## src/rtl/weight_fifo_in_ctrl_if.sv

```systemverilog
// rtl/weight_fifo_in_ctrl_if.sv - row stream, column FIFO write, drain handshake and status bundle
interface weight_fifo_in_ctrl_if #(
  parameter int SYS_ROW    = 16,
  parameter int FIFO_WIDTH = 16,
  parameter int FIFO_DEPTH = 16,
  parameter int DATA_WIDTH = 16
);
  localparam int OCC_WIDTH  = $clog2(FIFO_DEPTH + 1);
  localparam int TILE_WIDTH = $clog2(FIFO_DEPTH / SYS_ROW + 1);

  logic                             in_valid;
  logic                             in_ready;
  logic [FIFO_WIDTH*DATA_WIDTH-1:0] in_data;
  logic                             in_last;
  logic [FIFO_WIDTH-1:0]            fifo_wen;
  logic [FIFO_WIDTH*DATA_WIDTH-1:0] fifo_wdata;
  logic                             drain_en;
  logic                             drain_done;
  logic [OCC_WIDTH-1:0]             occupancy;
  logic [TILE_WIDTH-1:0]            tiles_ready;
  logic                             busy;
  logic                             err_last;

  modport slave (
    input  in_valid, in_data, in_last, drain_done,
    output in_ready, fifo_wen, fifo_wdata, drain_en,
           occupancy, tiles_ready, busy, err_last
  );

  modport master (
    output in_valid, in_data, in_last, drain_done,
    input  in_ready, fifo_wen, fifo_wdata, drain_en,
           occupancy, tiles_ready, busy, err_last
  );
endinterface

```

## src/rtl/weight_fifo_in_ctrl.sv

```systemverilog
// rtl/weight_fifo_in_ctrl.sv - weight FIFO fill controller: row writes, tile counting, drain start
module weight_fifo_in_ctrl #(
  parameter int SYS_ROW    = 16,
  parameter int FIFO_WIDTH = 16,
  parameter int FIFO_DEPTH = 16,
  parameter int DATA_WIDTH = 16
) (
  input  logic                 clk,
  input  logic                 rst,
  weight_fifo_in_ctrl_if.slave bus
);
  localparam int OCC_WIDTH  = $clog2(FIFO_DEPTH + 1);
  localparam int TILE_WIDTH = $clog2(FIFO_DEPTH / SYS_ROW + 1);
  localparam int ROW_WIDTH  = $clog2(SYS_ROW) + 1;

  localparam logic [ROW_WIDTH-1:0] LAST_ROW  = ROW_WIDTH'(SYS_ROW - 1);
  localparam logic [OCC_WIDTH-1:0] TILE_ROWS = OCC_WIDTH'(SYS_ROW);
  localparam logic [OCC_WIDTH-1:0] DEPTH     = OCC_WIDTH'(FIFO_DEPTH);

  if (FIFO_DEPTH < SYS_ROW || (FIFO_DEPTH % SYS_ROW) != 0) begin : g_bad_depth
    $error("FIFO_DEPTH must be a non-zero multiple of SYS_ROW");
  end

  typedef enum logic [0:0] {S_IDLE, S_BUSY} state_e;

  state_e                state_q, state_d;
  logic [OCC_WIDTH-1:0]  occ_q, occ_d;
  logic [ROW_WIDTH-1:0]  row_q, row_d;
  logic [TILE_WIDTH-1:0] tiles_q, tiles_d;
  logic                  err_q, err_d;

  logic accept;
  logic row_is_last;
  logic tile_done;
  logic start;
  logic done;

  assign bus.in_ready   = (occ_q < DEPTH);
  assign accept         = bus.in_valid & bus.in_ready;
  assign row_is_last    = (row_q == LAST_ROW);
  assign tile_done      = accept & row_is_last;
  assign bus.fifo_wen   = {FIFO_WIDTH{accept}};
  assign bus.fifo_wdata = bus.in_data;

  // drain_done only counts while a drain is in flight, so occupancy can never underflow
  always_comb begin
    state_d = state_q;
    start   = 1'b0;
    done    = 1'b0;
    case (state_q)
      S_IDLE: begin
        if (tiles_q != '0) begin
          start   = 1'b1;
          state_d = S_BUSY;
        end
      end
      S_BUSY: begin
        if (bus.drain_done) begin
          done    = 1'b1;
          state_d = S_IDLE;
        end
      end
      default: state_d = S_IDLE;
    endcase
  end

  always_comb begin
    occ_d   = occ_q;
    row_d   = row_q;
    err_d   = err_q;
    tiles_d = tiles_q + TILE_WIDTH'(tile_done) - TILE_WIDTH'(start);
    if (accept) begin
      occ_d = occ_q + OCC_WIDTH'(1);
      row_d = row_is_last ? '0 : row_q + ROW_WIDTH'(1);
      if (bus.in_last != row_is_last) begin
        err_d = 1'b1;
      end
    end
    if (done) begin
      occ_d = occ_d - TILE_ROWS;
    end
  end

  always_ff @(posedge clk) begin
    if (rst) begin
      state_q <= S_IDLE;
      occ_q   <= '0;
      row_q   <= '0;
      tiles_q <= '0;
      err_q   <= 1'b0;
    end else begin
      state_q <= state_d;
      occ_q   <= occ_d;
      row_q   <= row_d;
      tiles_q <= tiles_d;
      err_q   <= err_d;
    end
  end

  assign bus.drain_en    = start;
  assign bus.busy        = (state_q == S_BUSY);
  assign bus.occupancy   = occ_q;
  assign bus.tiles_ready = tiles_q;
  assign bus.err_last    = err_q;
endmodule
```

## src/flat_wrapper.sv

```systemverilog
// flat-port wrapper written by rule: the top's interface ports become plain ports
module weight_fifo_in_ctrl_flat 
#(
  parameter int SYS_ROW    = 16,
  parameter int FIFO_WIDTH = 16,
  parameter int FIFO_DEPTH = 16,
  parameter int DATA_WIDTH = 16
)
  (clk, rst, bus_in_valid, bus_in_data, bus_in_last, bus_drain_done, bus_in_ready, bus_fifo_wen, bus_fifo_wdata, bus_drain_en, bus_occupancy, bus_tiles_ready, bus_busy, bus_err_last);
  weight_fifo_in_ctrl_if #(.SYS_ROW(SYS_ROW), .FIFO_WIDTH(FIFO_WIDTH), .FIFO_DEPTH(FIFO_DEPTH), .DATA_WIDTH(DATA_WIDTH)) bus_i ();
  input  logic clk;
  input  logic rst;
  input wire logic [$bits(bus_i.in_valid)-1:0] bus_in_valid;
  input wire logic [$bits(bus_i.in_data)-1:0] bus_in_data;
  input wire logic [$bits(bus_i.in_last)-1:0] bus_in_last;
  input wire logic [$bits(bus_i.drain_done)-1:0] bus_drain_done;
  output wire logic [$bits(bus_i.in_ready)-1:0] bus_in_ready;
  output wire logic [$bits(bus_i.fifo_wen)-1:0] bus_fifo_wen;
  output wire logic [$bits(bus_i.fifo_wdata)-1:0] bus_fifo_wdata;
  output wire logic [$bits(bus_i.drain_en)-1:0] bus_drain_en;
  output wire logic [$bits(bus_i.occupancy)-1:0] bus_occupancy;
  output wire logic [$bits(bus_i.tiles_ready)-1:0] bus_tiles_ready;
  output wire logic [$bits(bus_i.busy)-1:0] bus_busy;
  output wire logic [$bits(bus_i.err_last)-1:0] bus_err_last;
  assign bus_i.in_valid = bus_in_valid;
  assign bus_i.in_data = bus_in_data;
  assign bus_i.in_last = bus_in_last;
  assign bus_i.drain_done = bus_drain_done;
  assign bus_in_ready = bus_i.in_ready;
  assign bus_fifo_wen = bus_i.fifo_wen;
  assign bus_fifo_wdata = bus_i.fifo_wdata;
  assign bus_drain_en = bus_i.drain_en;
  assign bus_occupancy = bus_i.occupancy;
  assign bus_tiles_ready = bus_i.tiles_ready;
  assign bus_busy = bus_i.busy;
  assign bus_err_last = bus_i.err_last;
  weight_fifo_in_ctrl #(.SYS_ROW(SYS_ROW), .FIFO_WIDTH(FIFO_WIDTH), .FIFO_DEPTH(FIFO_DEPTH), .DATA_WIDTH(DATA_WIDTH)) u_core (.clk(clk), .rst(rst), .bus(bus_i));
endmodule
```

## config.mk

```make
export PLATFORM = sky130hd
export DESIGN_NAME = weight_fifo_in_ctrl_flat
export DESIGN_NICKNAME = d
export VERILOG_FILES = /design/src/rtl/weight_fifo_in_ctrl_if.sv /design/src/rtl/weight_fifo_in_ctrl.sv /design/src/flat_wrapper.sv
export SDC_FILE = /design/constraint.sdc
export NUM_CORES = 1
export LEC_CHECK = 0
export BUFFER_PORTS_ARGS = -buffer_cell sky130_fd_sc_hd__buf_2
export CORE_AREA = 2 2 211 213
export DETAILED_ROUTE_END_ITERATION = 8
export DIE_AREA = 0 0 213 215
export GPL_TIMING_DRIVEN = 0
export PLACE_DENSITY = 0.3
export SYNTH_ARGS = -nofsm -noshare
export SYNTH_HDL_FRONTEND = slang
export SYNTH_SLANG_ARGS = --single-unit
```

## constraint.sdc

```tcl
create_clock -name clk -period 2.2 [get_ports clk]
set_input_delay 0.44 -clock clk [delete_from_list [all_inputs] [get_ports clk]]
set_output_delay 0.44 -clock clk [all_outputs]
set_load 0.005 [all_outputs]
```

==> metrics.yaml, run 1 <==
outcome:
  status: "complete, no violations"
global_routing:
  grt_pass1_wl_um: 13300
  grt_usage: 0.0395
  antenna_found_initial: 3
  grt_max_degree: 11
  grt_pass1_vias: 2355
  grt_overflow: 0
routing:
  wl_per_cell_um: 9.11
  firstDrtPassIters: 4
  drt_wl_total_um: 11200
  first_iter_violations: 30
  viasPerCell: 2.31
  dr_total_vias: 2824
  drc_errors: 0
  ant_nets: 0
setup_path:
  max_stage_delay_ns: 0.44
  cp.depth: 4
  crit_family: "buffers and inverters"
  worst_r2r_path_depth: 3
  path_cells: "nand2b_4 > clkinvlp_4 > buf_4 > buf_2"
  reg2reg_setup_slack_ns: 0.73
  r2r-start: "u_core.bus.occupancy[4]"
  crit_slowest_cell: "dfxtp_2"
  start_kind: "register"
  path_class: "register to primary output"
  startpoint: "u_core.bus.occupancy[4]"
  r2r_end: "u_core.bus.err_last"
  crit_required_ns: 1.76
  critPathBufInv: 3
  arrival_ns: 1.59
  worst_setup_path_end_kind: "primary output"
  cp_max_fo: 10
  cp-endpoint: "bus_fifo_wen[13]"
sta:
  fmaxAchievable_ghz: 0.493
  period_minus_slack_ns: 2.03
  rsz0062_at_grt: "no"
  period_share: 0.923
  setup_violations: 0
  maxSlewViolCount: 0
  finalHoldViolCount: 0
  tns_ns: 0
  slew_headroom: 0.668
  skew_ns: 0.00153
  hold_slack_ns: 0.434
  worst_slew_pin_slew_ns: 0.498
synthesis:
  netlist_area_mm2: 0.00264
  synth_top_area_share: 0.773
  yosysSeqAreaShare: 0.0986
  ys_types: 26
  synth_flop_cell: "dfxtp_1"
  synth_area_per_cell_um2: 7.81
  synth-edff-count: 0
  synth_nets: 601
  synth_most_common_cell: "buf_4"
  netlist_instances: 338
  synthTopCellsByCount: "buf_4, dfxtp_1, nand2_1"
  synth-seq-cells: 13
  yosysWarnings: 0
  async_reset_ff_frac: 0
  yosys.area.top_type: "buf_4"
  netlist_top_cells_area: "buf_4, dfxtp_1, nand3b_1"
place:
  gp_congestion: 0.778
  port-buffer-count: 286
  dpl.hpwl_um: 10200
power_and_ir_drop:
  power_mw: 1.32
  p_per_area_mw_per_mm2: 267
  ir_drop_uv: 307
  power.leakage_nw: 2.71
clock_tree:
  cts_made_buffers: 3
  cts_tree: "built"
  clock_latency_ns: 0.24
  clock_path_buffers: 2
  path_clk_slew_ns: 0.05
  cts.sink_count: 13
  cts_root_buf: "clkbuf_16"
  htreeDepth: 1
worst_hold_path:
  hold_class: "register to register"
die:
  start_util: 0.0605
  io_pins: 543
  die_width_um: 213
  dieArea_mm2: 0.0458
  core_mm2: 0.0436
  die_y_um: 215
  placementRows: 77
final_layout:
  drive_above_1_share: 0.900
  fin_nets: 894
  fill_cells: 5089
  area_growth_pct: 86.8
run:
  drv_cap: 0
worst min-delay path, delay by kind of cell, from the launching register on:
kind                   cells  cell delay, ns
flip-flops                 1            0.31
buffers and inverters      1            0.05
AO/OA/AOI/OAI              1            0.03
cells in the final DEF (no fill, tap or decap), types with 2 or more instances in the layout:
master,synthesis,layout
buf_2,0,286
buf_4,272,272
dfxtp_1,13,12
nand2_1,9,9
nor2_1,6,6
nand3b_1,5,5
a21oi_1,4,4
diode_2,0,3
or3_1,3,3
clkbuf_16,0,3
clkinvlp_4,0,2
nor2b_1,2,2
inv_1,3,2
clkbuf_1,1,2
xnor2_1,2,2
o21ai_0,2,2
xor2_1,2,2
ha_1,2,2
stage by stage:
stage / cells / area, um^2 / setup WS (ns) / util
final: 1225 / 4930 / 0.170 / 0.113
after global routing: 1225 / 4930 / 0.0409 / 0.113
after CTS: 1221 / 4900 / 0.0146 / 0.112
after detailed placement: 1216 / 4810 / 0.0130 / 0.110
after global placement: 1216 / 4810 / 0.0375 / 0.110
after floorplan: 338 / 2640 / 0.735 / -
report_power, final:
part | total [mW] | internal, mW | switching (mW) | leakage (nW)
logic | 0.715 | 0.490 | 0.225 | 2.57
registers | 0.257 | 0.247 | 0.0100 | 0.106
clock network | 0.345 | 0.245 | 0.101 | 0.0382
how the worst min path moves through the flow:
stage	start	slack, ns	end	cells past startpoint
4_1_cts	u_core.row_q[4]	0.43	u_core.row_q[4]	2
5_1_grt	u_core.row_q[4]	0.45	u_core.row_q[4]	2
2_1_floorplan	u_core.row_q[4]	0.41	u_core.row_q[4]	2
3_3_place_gp	u_core.row_q[4]	0.43	u_core.row_q[4]	2
6_report	u_core.row_q[4]	0.43	u_core.row_q[4]	2
3_5_place_dp	u_core.row_q[4]	0.43	u_core.row_q[4]	2
per-layer routing:
metal / up-vias / GRT usage / share of wire
li1: 1369 / - / -
met1: 1166 / 0.0365 / 0.30
met2: 279 / 0.0811 / 0.54
met3: 10 / 0.0114 / 0.13
met4: 0 / 0.0112 / 0.024
met5: - / 0 / 0
cell families (layout without fill, tap and decap cells):
| logic type | Yosys count | count (layout) | share of synthesized area |
|---|---|---|---|
| adder cells (fa/ha/maj) | 2 | 2 | 0.00948 |
| AO/OA/AOI/OAI | 11 | 11 | 0.0275 |
| AND/OR/NAND/NOR | 32 | 32 | 0.0720 |
| flip-flops | 13 | 13 | 0.0986 |
| buffers and inverters | 276 | 568 | 0.779 |
| XOR/XNOR | 4 | 4 | 0.0133 |
| other | 0 | 3 | 0 |
flip-flops by register name, indices dropped and copies added (netlist names):
signal                  count
u_core.bus.busy             1
u_core.bus.err_last         1
u_core.bus.occupancy        5
u_core.bus.tiles_ready      1
u_core.row_q                5
what timing repair did:
item,4_1_cts,5_1_grt
hold endpoints to repair,0,0
pin swaps,0,0
setup buffers,0,1
resized for setup,3,0
cloned,1,0
endpoints found under the setup margin,16,10
hold buffers,0,0
area by class of cell:
class / instances / area [um^2] / share of cell area
plain buffers: 273 / 2050 / 0.415
repair inverters: 1 / 7.51 / 0.00152
flip-flops and latches: 13 / 262 / 0.0530
diodes: 3 / 7.51 / 0.00152
multi-input cells: 49 / 323 / 0.0655
clock buffers: 4 / 78.8 / 0.0160
repair buffers: 287 / 1450 / 0.294
well taps: 592 / 741 / 0.150
inverters: 3 / 15.0 / 0.00304
Note: power is estimated with default switching activity, not from simulation.
==> run 2: changes to the inputs <==
--- a/config.mk
+++ b/config.mk
@@ -11,6 +11,7 @@
 export DIE_AREA = 0 0 213 215
 export GPL_TIMING_DRIVEN = 0
 export PLACE_DENSITY = 0.3
+export SETUP_SLACK_MARGIN = 0.5
 export SYNTH_ARGS = -nofsm -noshare
 export SYNTH_HDL_FRONTEND = slang
 export SYNTH_SLANG_ARGS = --single-unit
==> metrics.yaml, run 2 (same netlist as run 1, synthesis figures left out) <==
routing:
  first_iter_violations: 36  # +20%
  wl_per_cell_um: 9.13  # +0.24%
  firstDrtPassIters: 3  # -1
  drt_wl_total_um: 11200  # +0.56%
  viasPerCell: 2.31  # +0.42%
  ant_nets: 0  # unchanged
  drc_errors: 0  # unchanged
  dr_total_vias: 2845  # +0.74%
setup_path:
  r2r-start: "u_core.row_q[0]"
  cp_max_fo: 10  # unchanged
  crit_required_ns: 1.76  # about the same
  arrival_ns: 1.26  # -0.33 ns
  reg2reg_setup_slack_ns: 0.86  # +0.13 ns
  crit_slowest_cell: "dfxtp_4"
  worst_setup_path_end_kind: "primary output"
  r2r_end: "u_core.row_q[0]"
  max_stage_delay_ns: 0.33  # -0.11 ns
  start_kind: "register"
  path_cells: "nand2b_4 > clkinvlp_4 > buf_12 > buf_4 > buf_2"
  path_class: "register to primary output"
  worst_r2r_path_depth: 4  # +1
power_and_ir_drop:
  ir_drop_uv: 311  # +1.4%
  p_per_area_mw_per_mm2: 266  # -0.54%
  power.leakage_nw: 2.73  # +0.87%
sta:
  worst_slew_pin_slew_ns: 0.501  # +0.00217 ns
  maxSlewViolCount: 0  # unchanged
  period_share: 0.773  # -0.150
  period_minus_slack_ns: 1.70  # -0.330 ns
  skew_ns: 0.000867  # -0.000666 ns
  setup_slack_ns: 0.500  # +0.330 ns
  tns_ns: 0  # unchanged
  slew_headroom: 0.666  # -0.00145
  fmaxAchievable_ghz: 0.588  # +19%
  setup_violations: 0  # unchanged
  finalHoldViolCount: 0  # unchanged
  rsz0062_at_grt: "yes"
clock_tree:
  clock_path_buffers: 2  # unchanged
  htreeDepth: 1  # unchanged
  cts_tree: "built"
  path_clk_slew_ns: 0.05  # about the same
  cts_made_buffers: 3  # unchanged
  cts_root_buf: "clkbuf_16"
  cts.sink_count: 13  # unchanged
  clock_latency_ns: 0.24  # about the same
final_layout:
  final_cell_area_mm2: 0.00497  # +0.86%
  drive_above_1_share: 0.901  # about the same
  final_common_cell: "buf_2"
  area_growth_pct: 88.4
  fin_nets: 898  # +0.45%
  mostFrequentLayoutCells: "buf_2, buf_4, dfxtp_1"
global_routing:
  grt_max_degree: 11  # unchanged
  grt_overflow: 0  # unchanged
  grt_pass1_vias: 2377  # +0.93%
  grt_pass1_wl_um: 13400  # +0.62%
  antenna_found_initial: 3  # unchanged
  grt_usage: 0.0397  # +0.000215
die:
  die_width_um: 213  # unchanged
  placementRows: 77  # unchanged
  start_util: 0.0605  # unchanged
  io_pins: 543  # unchanged
  core_mm2: 0.0436  # unchanged
  dieArea_mm2: 0.0458  # unchanged
  die_y_um: 215  # unchanged
worst_hold_path:
  whs_endpoint: "u_core.row_q[4]"
  hold_depth: 2  # unchanged
  hold_class: "register to register"
  worstHoldStart: "u_core.row_q[4]"
place:
  port-buffer-count: 286  # unchanged
  place_area_mm2: 0.00481  # unchanged
  gp_congestion: 0.778  # unchanged
  dpl.hpwl_um: 10200  # unchanged
  pre_cts_ws_ns: 0.0130  # unchanged
outcome:
  status: "complete, no violations"
run:
  drv_cap: 0  # unchanged
==> run 2: cell types whose count changed in the layout (fill, tap and decap cells not counted), sizes merged <==
| cell | before | now |
|---|---|---|
| buf | 559 | 563 |
==> run 2: worst max path at each step <==
stage | start | to | slack, ns | cells after the start
after global placement | bus_in_valid | bus_fifo_wen[3] | 0.04 | 5
after floorplan | u_core.bus.occupancy[4] | bus_fifo_wen[0] | 0.73 | 3
after global routing | u_core.bus.occupancy[4] | bus_fifo_wen[5] | 0.43 | 5
final | u_core.bus.occupancy[4] | bus_fifo_wen[6] | 0.50 | 5
after CTS | u_core.bus.occupancy[4] | bus_fifo_wen[3] | 0.48 | 5
after detailed placement | bus_in_valid | bus_fifo_wen[3] | 0.01 | 5
==> run 2: power breakdown <==
group / total (mW) / internal (mW) / leakage [nW] / switching [mW]
Sequential: 0.256 / 0.245 / 0.107 / 0.0101
Clock: 0.344 / 0.244 / 0.0382 / 0.0993
Combinational: 0.722 / 0.495 / 2.59 / 0.227
Total: 1.32 / 0.985 / 2.73 / 0.336
==> run 2: critical path, delay by kind of cell (launching register included) <==
family,cells,cell delay [ns]
buf+inv,4,0.50
flops,1,0.33
simple gates,1,0.17
==> run 2: what timing repair did <==
| action | 4_1_cts | 5_1_grt |
|---|---|---|
| setup endpoints to repair | 20 | 16 |
| pin swaps | 0 | 0 |
| gates cloned | 1 | 0 |
| hold buffers | 0 | 0 |
| resized for setup | 4 | 2 |
| buffers inserted | 5 | 0 |
==> run 2: final cells by class <==
cell class,instances,area (um^2)
fill,5088,38700
tap,592,741
inverter,3,15.0
buffer,273,2050
antenna,3,7.51
timing repair buffer,291,1490
sequential,13,264
timing repair inverter,1,7.51
multi-input combinational,49,323
clock buffer,4,78.8
==> run 2: layer usage <==
layer | up-vias | GRT usage | part of all wire
met2 | 277 | 0.0819 | 0.54
met4 | 0 | 0.0112 | 0.024
met3 | 10 | 0.0114 | 0.13
li1 | 1375 | - | -
met5 | - | 0 | 0
met1 | 1183 | 0.0365 | 0.30
==> run 2: metrics by stage <==
stage	utilization	total power, mW	cells	hold slack, ns
after global routing	0.114	1.41	1229	0.453
after floorplan	-	0.688	338	0.413
after detailed placement	0.110	0.981	1216	0.427
after global placement	0.110	0.988	1216	0.427
final	0.114	1.32	1229	0.434
after CTS	0.114	1.35	1226	0.434
==> run 3: changes to the inputs <==
--- a/config.mk
+++ b/config.mk
@@ -6,9 +6,9 @@
 export NUM_CORES = 1
 export LEC_CHECK = 0
 export BUFFER_PORTS_ARGS = -buffer_cell sky130_fd_sc_hd__buf_2
-export CORE_AREA = 2 2 211 213
+export CORE_AREA = 2 2 209 211
 export DETAILED_ROUTE_END_ITERATION = 8
-export DIE_AREA = 0 0 213 215
+export DIE_AREA = 0 0 211 213
 export GPL_TIMING_DRIVEN = 0
 export PLACE_DENSITY = 0.3
 export SETUP_SLACK_MARGIN = 0.5
==> constraint.sdc (replaced) <==
create_clock -name clk -period 1.5 [get_ports clk]
set_input_delay 0.3 -clock clk [delete_from_list [all_inputs] [get_ports clk]]
set_output_delay 0.3 -clock clk [all_outputs]
set_load 0.005 [all_outputs]
==> metrics.yaml, run 3 (same netlist as run 1, synthesis figures left out) <==
outcome:
  status: "finished with violations"
  violations: "setup timing"
setup_path:
  arrival_ns: 1.32  # +0.06 ns
  reg2reg_setup_slack_ns: 0.07  # -0.79 ns
  path_class: "register to primary output"
  r2r-start: "u_core.bus.occupancy[4]"
  startpoint: "u_core.bus.occupancy[4]"
  worst_r2r_path_depth: 6  # +2
  cp_max_fo: 7  # -3
  worst_setup_path_end_kind: "primary output"
  start_kind: "register"
  cp-endpoint: "bus_fifo_wen[13]"
  r2r_end: "u_core.row_q[3]"
  crit_required_ns: 1.20  # -0.56 ns
global_routing:
  grt_max_degree: 11  # unchanged
  grt_pass1_wl_um: 15000  # +12%
  grt_overflow: 0  # unchanged
  antenna_found_initial: 1  # -2
  grt_usage: 0.0454  # +0.00574
  grt_pass1_vias: 2567  # +8.0%
clock_tree:
  cts_root_buf: "clkbuf_16"
  cts_tree: "built"
  clock_latency_ns: 0.24  # about the same
  ctsHoldBuffers: 0  # unchanged
  cts.sink_count: 13  # unchanged
  path_clk_slew_ns: 0.05  # about the same
  htreeDepth: 1  # unchanged
  cts_made_buffers: 3  # unchanged
  clock_path_buffers: 2  # unchanged
routing:
  wl_per_cell_um: 10.3  # +13%
  drc_errors: 0  # unchanged
  drt_wl_total_um: 12300  # +9.7%
  firstDrtPassIters: 4  # +1
  dr_total_vias: 2927  # +2.9%
  viasPerCell: 2.46  # +6.1%
  first_iter_violations: 52  # +44%
  ant_nets: 0  # unchanged
final_layout:
  fin_nets: 910  # +1.3%
  drive_above_1_share: 0.929  # +0.0282
  diodes: 0  # -3
  area_growth_pct: 99.1
  fill_cells: 4912  # -3.5%
  mostFrequentLayoutCells: "buf_4, buf_2, buf_6"
  final_common_cell: "buf_4"
  final_cell_area_mm2: 0.00526  # +5.7%
  fin_cells: 1192  # -3.0%
  post-route-util: 0.123  # +0.00912
sta:
  setup_violations: 16  # +16
  fmaxAchievable_ghz: 0.618
  worst_slew_pin_slew_ns: 0.537  # +0.0368 ns
  rsz0062_at_grt: "yes"
  period_share: 1.08
  period_minus_slack_ns: 1.62
  slew_headroom: 0.642  # -0.0246
  skew_ns: 0.00553  # +0.00466 ns
  tns_ns: -1.53  # -1.53 ns
  maxSlewViolCount: 0  # unchanged
  setup_slack_ns: -0.119  # -0.619 ns
  finalHoldViolCount: 0  # unchanged
power_and_ir_drop:
  p_per_area_mw_per_mm2: 386  # +45%
  power.leakage_nw: 2.85  # +4.3%
  ir_drop_uv: 235  # -24%
  power_mw: 2.03  # +53%
place:
  port-buffer-count: 286  # unchanged
  gp_congestion: 0.742  # -4.7%
  dp_cells: 1170  # -3.8%
  dpl.hpwl_um: 10900  # +6.3%
  place_area_mm2: 0.00477  # -0.78%
die:
  start_util: 0.0618  # +0.00134
  io_pins: 543  # unchanged
  placementRows: 76  # -1.3%
  core_mm2: 0.0427  # -2.2%
  die_y_um: 213  # -0.93%
  dieArea_mm2: 0.0449  # -1.9%
  die_width_um: 211  # -0.94%
run:
  drv_cap: 0  # unchanged
worst_hold_path:
  hold_class: "input port to register"
[run 3: metal layers]
| layer | track usage | part of all wire |
|---|---|---|
| met5 | 0 | 0 |
| met4 | 0.0107 | 0.014 |
| met1 | 0.0443 | 0.32 |
| met3 | 0.00515 | 0.079 |
| met2 | 0.0988 | 0.59 |
[run 3: worst min path at each step]
stage	startpoint	end	cells after the start
2_1_floorplan	rst	u_core.row_q[4]	1
3_3_place_gp	u_core.row_q[4]	u_core.row_q[4]	2
3_5_place_dp	u_core.row_q[4]	u_core.row_q[4]	2
4_1_cts	rst	u_core.row_q[4]	2
5_1_grt	rst	u_core.row_q[4]	2
6_report	rst	u_core.row_q[4]	2
[run 3: area by class of cell]
class | instances | area, um^2 | share of cell area
Buffer | 273 | 2090 | 0.399
Tap cell | 546 | 683 | 0.130
Timing Repair Buffer | 302 | 1720 | 0.327
Timing Repair inverter | 2 | 15.0 | 0.00286
Inverter | 3 | 15.0 | 0.00286
Multi-Input combinational cell | 49 | 357 | 0.0679
Sequential cell | 13 | 290 | 0.0552
Clock buffer | 3 | 75.1 | 0.0143
Clock inverter | 1 | 5.00 | 0.000952
[run 3: power breakdown]
| group | leakage, nW | total, mW | internal [mW] | switching (mW) |
|---|---|---|---|---|
| Clock | 0.0409 | 0.511 | 0.355 | 0.156 |
| Sequential | 0.112 | 0.372 | 0.354 | 0.0177 |
| Combinational | 2.70 | 1.14 | 0.776 | 0.367 |
| Total | 2.85 | 2.03 | 1.49 | 0.541 |
[run 3: worst max-delay path, stage by stage (launching register included)]
cell and delay [ns]:
dfxtp_4 0.34, nand2b_4 0.19, clkinvlp_4 0.23, buf_4 0.19, buf_2 0.12
[run 3: through the flow]
stage	hold WS (ns)	setup slack (ns)
2_1_floorplan	0.377	0.236
3_3_place_gp	0.436	-0.191
3_5_place_dp	0.438	-0.196
4_1_cts	0.320	-0.165
5_1_grt	0.338	-0.221
6_report	0.320	-0.119
[run 3: timing repair]
item / 4_1_cts / 5_1_grt
hold endpoints to repair: 0 / 0
pin swaps: 7 / 2
gates cloned: 2 / 0
gates resized for setup: 53 / 11
setup buffers: 14 / 2
setup endpoints to repair: 36 / 39
